--- src/rtl/ctrl_pkg.sv ---
// Shared encodings for the instruction-sequencing controller: state codes,
// opcodes, write-back mux selects and ALU select codes.
package ctrl_pkg;

  typedef enum logic [3:0] {
    INIT   = 4'd0,
    FETCH  = 4'd1,
    DECODE = 4'd2,
    NOOP   = 4'd3,
    LOAD_A = 4'd4,
    LOAD_B = 4'd5,
    STORE  = 4'd6,
    ADD    = 4'd7,
    HALT   = 4'd8,
    SUB    = 4'd9,
    LDI    = 4'd10,
    JZ     = 4'd11
  } state_t;

  // Opcode occupies the top OP_W bits of the instruction word.
  localparam int OP_W = 4;

  localparam logic [OP_W-1:0] OP_NOOP  = 4'd0;
  localparam logic [OP_W-1:0] OP_STORE = 4'd1;
  localparam logic [OP_W-1:0] OP_LOAD  = 4'd2;
  localparam logic [OP_W-1:0] OP_ADD   = 4'd3;
  localparam logic [OP_W-1:0] OP_SUB   = 4'd4;
  localparam logic [OP_W-1:0] OP_HALT  = 4'd5;
  localparam logic [OP_W-1:0] OP_LDI   = 4'd6;
  localparam logic [OP_W-1:0] OP_JZ    = 4'd7;

  localparam logic [1:0] RF_S_ALU = 2'd0;
  localparam logic [1:0] RF_S_MEM = 2'd1;
  localparam logic [1:0] RF_S_IMM = 2'd2;

  localparam int ALU_PASS = 0;
  localparam int ALU_ADD  = 1;
  localparam int ALU_SUB  = 2;

endpackage

--- src/rtl/ctrl_fsm_p.sv ---
// Parametrised instruction-sequencing controller: fetch, decode and execute
// with ready-stretched data-memory accesses, LDI and JZ.
module ctrl_fsm_p
  import ctrl_pkg::*;
#(
  parameter int IR_W   = 16,
  parameter int RF_AW  = 4,
  parameter int D_AW   = 8,
  parameter int PC_AW  = 8,
  parameter int ALU_SW = 3
) (
  input  logic              clk,
  input  logic              Reset,
  input  logic [IR_W-1:0]   IR,
  input  logic              D_rdy,
  input  logic              RF_Ra_zero,
  output logic              PC_clr,
  output logic              PC_up,
  output logic              PC_ld,
  output logic [PC_AW-1:0]  PC_target,
  output logic              IR_Id,
  output logic [D_AW-1:0]   D_addr,
  output logic              D_wr,
  output logic [1:0]        RF_s,
  output logic [D_AW-1:0]   RF_imm,
  output logic [RF_AW-1:0]  RF_W_addr,
  output logic [RF_AW-1:0]  RF_Ra_addr,
  output logic [RF_AW-1:0]  RF_Rb_addr,
  output logic              RF_W_en,
  output logic [ALU_SW-1:0] ALU_s0,
  output logic              halted,
  output logic [3:0]        outputCurrentState,
  output logic [3:0]        outputNextState
);

  state_t state, next_state;

  logic [OP_W-1:0]  opcode;
  logic [RF_AW-1:0] field_a;
  logic [RF_AW-1:0] field_b;
  logic [RF_AW-1:0] field_d;
  logic [D_AW-1:0]  field_hi;
  logic [D_AW-1:0]  field_lo;
  logic [PC_AW-1:0] field_target;

  // field_hi is the LOAD address and the LDI immediate; field_lo is the STORE address.
  assign opcode       = IR[IR_W-1 -: OP_W];
  assign field_a      = IR[IR_W-1-OP_W -: RF_AW];
  assign field_b      = IR[IR_W-1-OP_W-RF_AW -: RF_AW];
  assign field_d      = IR[RF_AW-1:0];
  assign field_hi     = IR[IR_W-1-OP_W -: D_AW];
  assign field_lo     = IR[D_AW-1:0];
  assign field_target = IR[PC_AW-1:0];

  always_ff @(posedge clk or negedge Reset) begin
    if (!Reset) state <= INIT;
    else        state <= next_state;
  end

  always_comb begin
    next_state = INIT;
    PC_clr     = 1'b0;
    PC_up      = 1'b0;
    PC_ld      = 1'b0;
    PC_target  = '0;
    IR_Id      = 1'b0;
    D_addr     = '0;
    D_wr       = 1'b0;
    RF_s       = RF_S_ALU;
    RF_imm     = '0;
    RF_W_addr  = '0;
    RF_Ra_addr = '0;
    RF_Rb_addr = '0;
    RF_W_en    = 1'b0;
    ALU_s0     = ALU_SW'(ALU_PASS);
    halted     = 1'b0;

    case (state)
      INIT: begin
        PC_clr     = 1'b1;
        next_state = FETCH;
      end
      FETCH: begin
        PC_up      = 1'b1;
        IR_Id      = 1'b1;
        next_state = DECODE;
      end
      DECODE: begin
        case (opcode)
          OP_STORE: next_state = STORE;
          OP_LOAD:  next_state = LOAD_A;
          OP_ADD:   next_state = ADD;
          OP_SUB:   next_state = SUB;
          OP_HALT:  next_state = HALT;
          OP_LDI:   next_state = LDI;
          OP_JZ:    next_state = JZ;
          default:  next_state = NOOP;
        endcase
      end
      NOOP: next_state = FETCH;
      LOAD_A, LOAD_B: begin
        D_addr    = field_hi;
        RF_s      = RF_S_MEM;
        RF_W_addr = field_d;
        if (state == LOAD_B) begin
          RF_W_en    = 1'b1;
          next_state = FETCH;
        end else begin
          next_state = D_rdy ? LOAD_B : LOAD_A;
        end
      end
      STORE: begin
        D_addr     = field_lo;
        D_wr       = 1'b1;
        RF_Ra_addr = field_a;
        next_state = D_rdy ? FETCH : STORE;
      end
      ADD, SUB: begin
        RF_Ra_addr = field_a;
        RF_Rb_addr = field_b;
        RF_W_addr  = field_d;
        RF_W_en    = 1'b1;
        ALU_s0     = (state == ADD) ? ALU_SW'(ALU_ADD) : ALU_SW'(ALU_SUB);
        next_state = FETCH;
      end
      LDI: begin
        RF_s       = RF_S_IMM;
        RF_imm     = field_hi;
        RF_W_addr  = field_d;
        RF_W_en    = 1'b1;
        next_state = FETCH;
      end
      JZ: begin
        RF_Ra_addr = field_a;
        // The load wins over the increment already applied in FETCH.
        if (RF_Ra_zero) begin
          PC_ld     = 1'b1;
          PC_target = field_target;
        end
        next_state = FETCH;
      end
      HALT: begin
        halted     = 1'b1;
        next_state = HALT;
      end
      default: next_state = INIT;
    endcase
  end

  assign outputCurrentState = state;
  assign outputNextState    = next_state;

endmodule
--- config.mk ---
export PLATFORM = sky130hd
export DESIGN_NAME = ctrl_fsm_p
export DESIGN_NICKNAME = d
export VERILOG_FILES = /design/src/rtl/ctrl_pkg.sv /design/src/rtl/ctrl_fsm_p.sv
export SDC_FILE = /design/constraint.sdc
export NUM_CORES = 1
export LEC_CHECK = 0
export ABC_AREA = 1
export CORE_MARGIN = 2
export CORE_UTILIZATION = 24
export CTS_BUF_LIST = sky130_fd_sc_hd__clkbuf_4 sky130_fd_sc_hd__clkbuf_8
export DETAILED_ROUTE_END_ITERATION = 7
export PLACE_DENSITY = 0.91
export SLEW_MARGIN = 10
export SYNTH_ARGS = -nofsm -noshare
export SYNTH_HDL_FRONTEND = slang
export SYNTH_SLANG_ARGS = --single-unit
export TNS_END_PERCENT = 100
--- constraint.sdc ---
create_clock -name clk -period 1.3 [get_ports clk]
set_input_delay 0.325 -clock clk [delete_from_list [all_inputs] [get_ports clk]]
set_output_delay 0.325 -clock clk [all_outputs]
set_load 0.02 [all_outputs]
[Word-level counts from Yosys, hierarchy flattened]
Index checks and enable logic that the tools add are counted.
Word-level totals
  register bits: 4
  input port bits: 20
  output and inout bits: 56
  logic and storage cells: 49
Operators by class
  equality and inequality tests: 18
  mux-type cells: 23
  reduce and logical (&&, ||, !) cells: 7
Operators by type and width (number)
  4-bit by 3-bit equality test with 1-bit output (second input constant): 8
  4-bit one-hot mux with 7 select lines: 1
  8-bit 2-to-1 mux: 3
  4-bit one-hot mux with 6 select lines: 1
  4-bit by 2-bit equality test with 1-bit output (second input constant): 4
  4-bit equality test (second input constant): 4
  8-bit one-hot mux with 2 select lines: 1
  4-bit 2-to-1 mux: 3
  4-bit by 1-bit equality test with 1-bit output (second input constant): 2
  1-bit 2-to-1 mux: 8
  3-bit 2-to-1 mux: 2
  6-bit OR reduction: 1
  5-bit OR reduction: 1
  4-bit logical NOT: 1
  2-bit 2-to-1 mux: 2
  2-bit one-hot mux with 2 select lines: 1
  2-bit OR reduction: 2
  4-bit OR reduction: 1
  3-bit OR reduction: 1
  1-bit one-hot mux with 2 select lines: 1

[Logic depth before layout (Yosys ltp)]
Gate-level depths: netlist of run 1.
  word-level depth: 3
  mapped depth: 6
  gate-level depth less buffers: 6

[Least setup slack after synthesis of run 1]
OpenSTA, ideal clock, no wires.
  path kind: register to output
  start point: register state[3] (netlist: outputCurrentState[3])
  end point: output port RF_W_en
  arrival time: 1.483 ns
  data required time: 0.975 ns
  path slack: -0.508 ns
  cell stages (with the launch flop): 6
  path buffers: 0
  path through: dfrtp_1 -> inv_1 -> nand2_2 -> nor2_2 -> inv_2 -> o211ai_1
Between the ends
  cells in the longest elaborated chain, start to end: 3
  elaborated cells between the ends (all ways): 9
  those cells by class: eq/ne: 5; mux: 2; reduce/logical: 2
Ends and longest elaborated chain
  start, declared: line ctrl_fsm_p.sv:36  | state_t state, next_state;
  start signal, assigned: line ctrl_fsm_p.sv:57  | else state <= next_state;
  4-bit by 3-bit equality test with 1-bit output (tied with other cells): line ctrl_fsm_p.sv:78  | case (state)
  3-bit OR reduction (no source line) (tied with other cells)
  1-bit one-hot mux with 2 select lines *: line ctrl_fsm_p.sv:78
  end, declared: line ctrl_fsm_p.sv:29  | output logic RF_W_en,
Every way passes the cells marked *; elsewhere a longest branch is shown, timed or not.

[Worst setup path after layout of run 1]
  start point: register state[1] (netlist: outputCurrentState[1])
  end point: output port RF_W_en
The elaborated chain is that of the path after synthesis.

==> impl_metrics.ini, run 1 <==
[critical_path]
crit_top_cell = buf_4
timing.rr.end = outputCurrentState[0]
cp.required_ns = 0.98
crit_chain = buf_4 > nor2_4 > inv_4 > o211ai_1 > buf_4
slowest_delay_ns = 0.49
startpoint_type = flop
path_delay_family = flip-flops
worstPathArrival_ns = 1.63
path_class = reg2out
cp_slowest_cell = dfrtp_2
path_buf_inv = 3
ff2ff_path_depth = 8
crit_path_end_kind = output port
path_max_fanout = 9
rrSetupSlack_ns = -0.12
reg2reg_from = outputCurrentState[1]

[route]
vias_per_cell = 5.12
antenna_left = 0
dr.pass1.iters = 4
finalWirelength_mm = 5.22
drc = 0
drt_iter0_drc = 25
wire_per_inst_microns = 20.2
routed-via-count = 1327

[yosys]
synth_cells = 119
synth-seq-cells = 4
ys_types = 20
ys_seq_area_share_pct = 16.4
synth_area_per_cell_sq_um = 5.13
synth_fp_nets = 139
yosys_warnings = 0
synth_area_sq_um = 611

[global_route]
grt.total_usage_pct = 27.5
grt_antenna_before_repair = 0
grt_pass1_wl_mm = 5.84
grt_pass1_vias = 1263
grt_max_degree = 10
overflow = 0

[place]
dp_cells = 242
gp_congestion = 0.875
io_buffers = 74
hpwl_mm = 2.74
dp_slack_ns = -1.03

[sta]
finalCriticalPeriod_ns = 1.95
finClkSkew_ns = 0.0122
finalWorstSetupSlack_ns = -0.654
finalHoldViolCount = 0
period_share_pct = 150
fmax_mhz = 512
tns_ns = -28.80
setup_viol = 58
whs_ns = 0.288
slew_viol_final = 0
rsz0062_at_grt = true

[floorplanning]
coreArea_sq_um = 2450
num_io_pins = 76
num_rows = 18
die_y_microns = 54.4
start_util_pct = 24.9
die_w_microns = 54.4
fp.dieArea_sq_um = 2960

[power]
finalPower_mw = 3.32
p_leak_nw = 1.08
power_density_nw_per_um2 = 1470
peakVddDrop_mv = 1.79

[finish]
largest_reg_flops = 4
syn_to_final_growth_pct = 269
drive_gt1_share_pct = 78.6
layoutNonFillerInstCount = 259
nets = 251
n_antenna_cell = 0
fill_cells = 85

[clock_network]
h-tree-depth = 1
cts_tree = built
cts_buffers = 3
cts_root_buf = clkbuf_4
clock-sinks = 4
cts.reportedPaths.clkPinSlew_ns = 0.06
clkLatencyLatePin_ns = 0.26
max-clock-path-buffers = 2

[job]
drv_cap = 0

[run_status]
violations = negative setup slack
status = finished with violations

[hold_path]
worstHoldPathType = in2async
metrics by stage:
stage | cell area, sq um | util [%]
after global placement | 1860 | 75.8
final | 2260 | 91.9
after global routing | 2260 | 91.9
after detailed placement | 1860 | 75.8
after floorplan | 918 | -
after CTS | 2080 | 84.8
worst max path at each step:
| stage | startpoint | endpoint | slack, ns | cells after the start |
|---|---|---|---|---|
| 6_report | outputCurrentState[1] | RF_W_en | -0.65 | 5 |
| 5_1_grt | outputCurrentState[0] | RF_W_addr[1] | -0.69 | 8 |
| 4_1_cts | outputCurrentState[0] | outputNextState[2] | -0.55 | 6 |
| 3_5_place_dp | IR[12] | outputNextState[0] | -1.03 | 6 |
| 3_3_place_gp | IR[12] | outputNextState[0] | -0.93 | 6 |
| 2_1_floorplan | outputCurrentState[3] | RF_W_en | -0.38 | 5 |
logic make-up (layout without fill, tap and decap cells):
logic type | Yosys count | count (layout) | synth area share (%)
and+or+nand+nor | 68 | 69 | 46.3
AOI/OAI and AO/OA | 16 | 16 | 16.0
buffers and inverters | 29 | 138 | 19.3
DFF | 4 | 4 | 16.4
other | 1 | 1 | 0.614
xor gates and xnor gates | 1 | 1 | 1.43
Yosys cell counts:
library cell	n	share of area (%)
nor2_1	43	26
a21oi_1	3	2.5
nor2_4	1	1.8
nand2_1	14	8.6
o211ai_1	2	2.5
inv_1	23	14
nand2_2	2	2.0
nor3_1	1	0.82
xor2_1	1	1.4
buf_4	2	2.5
a22oi_1	1	1.2
nor2_2	3	3.1
o22ai_1	8	8.2
nand3_1	3	2.5
buf_2	1	0.82
inv_2	3	1.8
conb_1	1	0.61
dfrtp_1	4	16
or2_2	1	1.0
o21ai_0	2	1.6
worst reg2reg max path, delay by kind of cell, from the launching register on:
family | cells | cell delay [ns]
DFF | 1 | 0.49
and+or+nand+nor | 4 | 0.47
buffers and inverters | 3 | 0.27
AOI/OAI and AO/OA | 1 | 0.06
metal layers:
metal | share of wire, % | vias up | GRT usage [%]
met3 | 6.6 | 31 | 3.28
met4 | 5.0 | 0 | 13.8
met5 | 0 | - | 0
met1 | 32 | 626 | 27.0
li1 | - | 588 | -
met2 | 56 | 82 | 55.0
cell type report:
cell class,instances,area [sq um],area share (%)
clock buffers,3,22.5,0.998
inverters,26,120,5.32
multi-input cells,87,828,36.7
flip-flops and latches,4,105,4.66
well taps,30,37.5,1.66
repair buffers,109,1140,50.6
placed cells by master (no fill, tap or decap), types with 7 or more instances in the layout:
cell type	Yosys	layout
buf_6	0	56
inv_1	23	14
o22ai_2	0	8
nor2_4	1	35
buf_4	2	25
nand2_4	0	7
inv_4	0	7
clkdlybuf4s50_1	0	18
nor2_2	3	9
power breakdown:
group / switching, mW / internal (mW) / total [mW]
Clock: 0.0811 / 0.105 / 0.187
Combinational: 1.55 / 1.26 / 2.81
Sequential: 0.144 / 0.181 / 0.325
what timing repair did:
| item | CTS | global route |
|---|---|---|
| buffers inserted | 7 | 7 |
| hold buffers | 0 | 0 |
| pin swaps | 12 | 13 |
| gates cloned | 1 | 0 |
| resized for setup | 305 | 63 |
| setup endpoints to repair | 56 | 57 |
Note: power is estimated with default switching activity, not from simulation.
==> run 2: changes to the inputs <==
--- a/config.mk
+++ b/config.mk
@@ -7,10 +7,10 @@
 export LEC_CHECK = 0
 export ABC_AREA = 1
 export CORE_MARGIN = 2
-export CORE_UTILIZATION = 24
+export CORE_UTILIZATION = 29
 export CTS_BUF_LIST = sky130_fd_sc_hd__clkbuf_4 sky130_fd_sc_hd__clkbuf_8
 export DETAILED_ROUTE_END_ITERATION = 7
-export PLACE_DENSITY = 0.91
+export PLACE_DENSITY_LB_ADDON = 0.2
 export SLEW_MARGIN = 10
 export SYNTH_ARGS = -nofsm -noshare
 export SYNTH_HDL_FRONTEND = slang
==> constraint.sdc (replaced) <==
create_clock -name clk -period 2.5 [get_ports clk]
set_input_delay 0.625 -clock clk [delete_from_list [all_inputs] [get_ports clk]]
set_output_delay 0.625 -clock clk [all_outputs]
set_load 0.02 [all_outputs]
==> run 2 against run 1 <==
- clock power decreased by 56%
- global-route usage decreased by 5.1 points
- register-to-register slack improved by 1.3 ns
- flip-flop and latch count unchanged
- largest cell class unchanged
- the flow now finishes without violations
- cell area decreased by 38%
- routed wire length decreased by 45%
- clock-buffer cell count unchanged
- worst hold slack improved by 0.31 ns
- cell count decreased by 14%
- clock skew decreased by 0.012 ns
- first-iteration DRC count decreased by 44%
- sequential power decreased by 57%
- critical endpoint is now outputNextState[0]
==> impl_metrics.ini, run 2 (same netlist as run 1, synthesis figures left out) <==
[power]
peakVddDrop_mv = 0.807
power_density_nw_per_um2 = 731
finalPower_mw = 1.02
p_leak_nw = 0.961

[route]
dr.pass1.iters = 4
antenna_left = 0
finalWirelength_mm = 2.87
wire_per_inst_microns = 12.9
drt_iter0_drc = 14
drc = 0
vias_per_cell = 4.65
routed-via-count = 1037

[critical_path]
path_buf_inv = 2
path_class = in2out
path_delay_family = buffers and inverters
startpoint_type = primary input
worstPathArrival_ns = 1.82
crit_chain = clkdlybuf4s50_1 > or2_2 > a21oi_1 > nor2_1 > nand2_1 > buf_6
cp_slowest_cell = clkdlybuf4s50_1
slowest_delay_ns = 0.43
path_max_fanout = 2
crit_path_end_kind = output port
cp.required_ns = 1.88

[clock_network]
cts_root_buf = clkbuf_4
cts_buffers = 3
clock-sinks = 4
cts_hold_buf = 0
max-clock-path-buffers = 2
clkLatencyLatePin_ns = 0.24
cts_tree = built
cts.reportedPaths.clkPinSlew_ns = 0.04
h-tree-depth = 1

[finish]
syn_to_final_growth_pct = 128
fin_util_pct = 70.3
drive_gt1_share_pct = 11.7
layoutNonFillerInstCount = 223
nets = 218
layout_commonest_cell = nor2_1
largest_reg_flops = 4
n_antenna_cell = 0
layout_common_cells = nor2_1, dlygate4sd2_1, clkdlybuf4s50_1

[sta]
finalHoldViolCount = 0
finalCriticalPeriod_ns = 2.44
finClkSkew_ns = 0.000466
fmax_mhz = 409
tns_ns = 0
finalWorstSetupSlack_ns = 0.0551
slew_viol_final = 0
setup_viol = 0
period_share_pct = 97.8

[global_route]
overflow = 0
grt.total_usage_pct = 22.3
met2_usage_pct = 42.7
grt_antenna_before_repair = 0
grt_pass1_vias = 967
met1_usage_pct = 24.5
use_met3_pct = 3.33
grt_pass1_wl_mm = 4.35
globalRoute.busiestLayer = met2
grt_max_degree = 11

[place]
dp_cells = 219
io_buffers = 74
gp_congestion = 0.853
hpwl_mm = 2.21
dp_slack_ns = -0.366

[run_status]
status = complete, no violations

[hold_path]
worstHoldPathType = in2async

[job]
drv_cap = 0

[floorplanning]
start_util_pct = 30.8
num_rows = 16
num_io_pins = 76
fp.dieArea_sq_um = 2490
die_w_microns = 49.9
coreArea_sq_um = 1980
die_y_microns = 49.9
[run 2: cell count changes in the layout (fill, tap and decap cells not counted), moves of 9 or more]
cell	previous run	this run
buf_4	25	3
nor2_4	35	1
buf_6	56	1
inv_1	14	23
nor2_1	3	43
dlygate4sd2_1	2	32
nand2_1	5	14
clkdlybuf4s50_1	18	31
[run 2: power by group]
group	internal (mW)	leakage (nW)	switching [mW]
clock	0.0538	0.0138	0.0282
combinational	0.328	0.898	0.468
sequential	0.0932	0.0492	0.0475
[run 2: worst paths after layout]
path,start,end,slack (ns),cells after the start
setup / recovery,IR[12],outputNextState[0],0.06,6
hold / removal,Reset,outputCurrentState[1],0.60,1
setup reg to reg,outputCurrentState[1],outputCurrentState[0],1.16,7
hold reg to reg,outputCurrentState[3],outputCurrentState[1],0.73,3
max in group asynchronous,Reset,outputCurrentState[0],1.70,1
min in group clk,outputCurrentState[3],outputCurrentState[1],0.73,3
[run 2: cell type report]
type | count | area, sq um
clock buffer | 3 | 22.5
inverter | 26 | 97.6
tap | 27 | 33.8
timing repair buffer | 77 | 734
fill | 186 | 589
sequential | 4 | 103
multi-input combinational | 86 | 402
[run 2: stage by stage]
step / cell area [sq um] / hold WS [ns]
after floorplan: 611 / 0.329
after global placement: 1380 / 0.718
after detailed placement: 1380 / 0.736
after CTS: 1370 / 0.604
after global routing: 1390 / 0.601
final: 1390 / 0.602
[run 2: timing repair]
item | in CTS | in global routing
setup endpoints to repair | 36 | 11
resized for setup | 44 | 13
buffers inserted | 0 | 1
pin swaps | 0 | 0
[run 2: metal layers]
metal  up-vias  part of all wire (%)
met3         4                   8.1
met4         0                   1.4
met1       470                    37
li1        516                     -
met5         -                     0
met2        47                    54
==> run 3: changes to the inputs <==
--- a/config.mk
+++ b/config.mk
@@ -7,9 +7,10 @@
 export LEC_CHECK = 0
 export ABC_AREA = 1
 export CORE_MARGIN = 2
-export CORE_UTILIZATION = 29
+export CORE_UTILIZATION = 26
 export CTS_BUF_LIST = sky130_fd_sc_hd__clkbuf_4 sky130_fd_sc_hd__clkbuf_8
 export DETAILED_ROUTE_END_ITERATION = 7
+export GPL_TIMING_DRIVEN = 0
 export PLACE_DENSITY_LB_ADDON = 0.2
 export SLEW_MARGIN = 10
 export SYNTH_ARGS = -nofsm -noshare
==> constraint.sdc (replaced) <==
create_clock -name clk -period 2.67 [get_ports clk]
set_input_delay 0.6675 -clock clk [delete_from_list [all_inputs] [get_ports clk]]
set_output_delay 0.6675 -clock clk [all_outputs]
set_load 0.02 [all_outputs]
==> run 3 against run 2 <==
- sequential power down 9%
- first-iteration DRC count up 7.1%
- routed wire length up 0.49%
- sequential share of layout area down 0.38 points
- highest routed layer unchanged
- cell count up 0.45%
- core utilization down 3.9 points
- worst setup slack worse by 0.015 ns
- largest power group unchanged
- via count down 0.19%
- critical path depth down 1
- clock power down 10%
- critical endpoint is now outputNextState[2]
==> impl_metrics.ini, run 3 (same netlist as run 1, synthesis figures left out) <==
[sta]
finalCriticalPeriod_ns = 2.63
slew_viol_final = 0
finalWorstSetupSlack_ns = 0.0405
setup_viol = 0
finalHoldViolCount = 0
rsz0062_at_grt = false
finClkSkew_ns = 0.00561
fmax_mhz = 380
period_share_pct = 98.5

[global_route]
grt.total_usage_pct = 17.7
grt_max_degree = 11
grt_pass1_wl_mm = 3.81
grt_pass1_vias = 840
overflow = 0
grt_antenna_before_repair = 0

[route]
vias_per_cell = 4.62
antenna_left = 0
drt_iter0_drc = 15
dr.pass1.iters = 6
wire_per_inst_microns = 12.9
drc = 0
routed-via-count = 1035
finalWirelength_mm = 2.88

[place]
gp_congestion = 0.792
io_buffers = 74
dp_cells = 221
dp_slack_ns = -0.301
hpwl_mm = 2.20

[power]
p_leak_nw = 1.21
power_density_nw_per_um2 = 637
peakVddDrop_mv = 0.676

[finish]
layoutNonFillerInstCount = 224
layout_common_cells = nor2_1, clkdlybuf4s50_1, dlymetal6s2s_1
seq_area_sq_um = 103
syn_to_final_growth_pct = 140
n_antenna_cell = 0
fill_cells = 205
largest_reg_flops = 4
drive_gt1_share_pct = 9.69
fin_util_pct = 66.3
multi_input_area_sq_um = 393
layout_commonest_cell = nor2_1
nets = 218

[clock_network]
max-clock-path-buffers = 2
clkLatencyLatePin_ns = 0.23
cts_tree = built
cts.reportedPaths.clkPinSlew_ns = 0.04
clock-sinks = 4
cts_root_buf = clkbuf_4
h-tree-depth = 1
cts_buffers = 3

[floorplanning]
die_w_microns = 52.5
die_y_microns = 52.5
start_util_pct = 27.6
fp.dieArea_sq_um = 2750
num_rows = 17
coreArea_sq_um = 2210
num_io_pins = 76

[critical_path]
path_max_fanout = 3
startpoint_type = primary input
worstPathArrival_ns = 1.96
path_class = in2out
cp.required_ns = 2.00
crit_path_end_kind = output port

[run_status]
status = complete, no violations

[job]
drv_cap = 0

[hold_path]
worstHoldPathType = in2async
==> run 3: metrics by stage <==
| step | hold WS, ns | TNS (ns) | instance area [sq um] | power [mW] |
|---|---|---|---|---|
| 2_1_floorplan | 0.372 | 0 | 611 | 0.530 |
| 3_3_place_gp | 0.727 | -0.556 | 1390 | 0.889 |
| 3_5_place_dp | 0.731 | -0.668 | 1390 | 0.895 |
| 4_1_cts | 0.630 | 0 | 1400 | 0.952 |
| 5_1_grt | 0.637 | 0 | 1470 | 0.994 |
| 6_report | 0.634 | 0 | 1470 | 0.935 |
==> run 3: worst paths after layout <==
kind / from / to / slack (ns) / cells after the start
worst max-delay path: IR[13] / outputNextState[2] / 0.04 / 5
worst min-delay path: Reset / outputCurrentState[2] / 0.63 / 1
worst max register to register: outputCurrentState[1] / outputCurrentState[0] / 1.47 / 6
worst min register to register: outputCurrentState[3] / outputCurrentState[3] / 0.75 / 2
max in group asynchronous: Reset / outputCurrentState[1] / 1.85 / 1
min in group clk: outputCurrentState[3] / outputCurrentState[3] / 0.75 / 2
==> run 3: cell type report <==
cell class	instances	area share [%]
buffer	3	1.36
sequential	4	6.99
multi-input combinational	86	26.8
clock buffer	3	1.53
inverter	26	6.65
tap	28	2.39
timing repair buffer	74	54.3
==> run 3: metal layers <==
layer	track usage [%]	share of wire [%]	wire length, microns	up-vias
met2	35.0	52	1510	50
met4	4.27	0.80	23	0
met1	18.8	37	1060	468
met5	0	0	0	-
li1	-	-	-	515
met3	3.43	9.8	283	2
==> run 3: critical path, stage by stage <==
cell and delay, ns:
clkdlybuf4s50_1 0.45, or2_2 0.31, nand3_1 0.09, o211ai_1 0.11, clkdlybuf4s15_1 0.33
==> run 3: what timing repair did <==
action,CTS,global route
gates resized for setup,11,32
endpoints found under the setup margin,9,30
buffers inserted,0,0
hold buffers,0,0
==> run 3: power breakdown <==
part           leakage (nW)  total [mW]  internal (mW)  switching, mW
Clock                0.0138      0.0734         0.0502         0.0232
Sequential           0.0492       0.129         0.0872         0.0414
Combinational          1.14       0.733          0.301          0.432
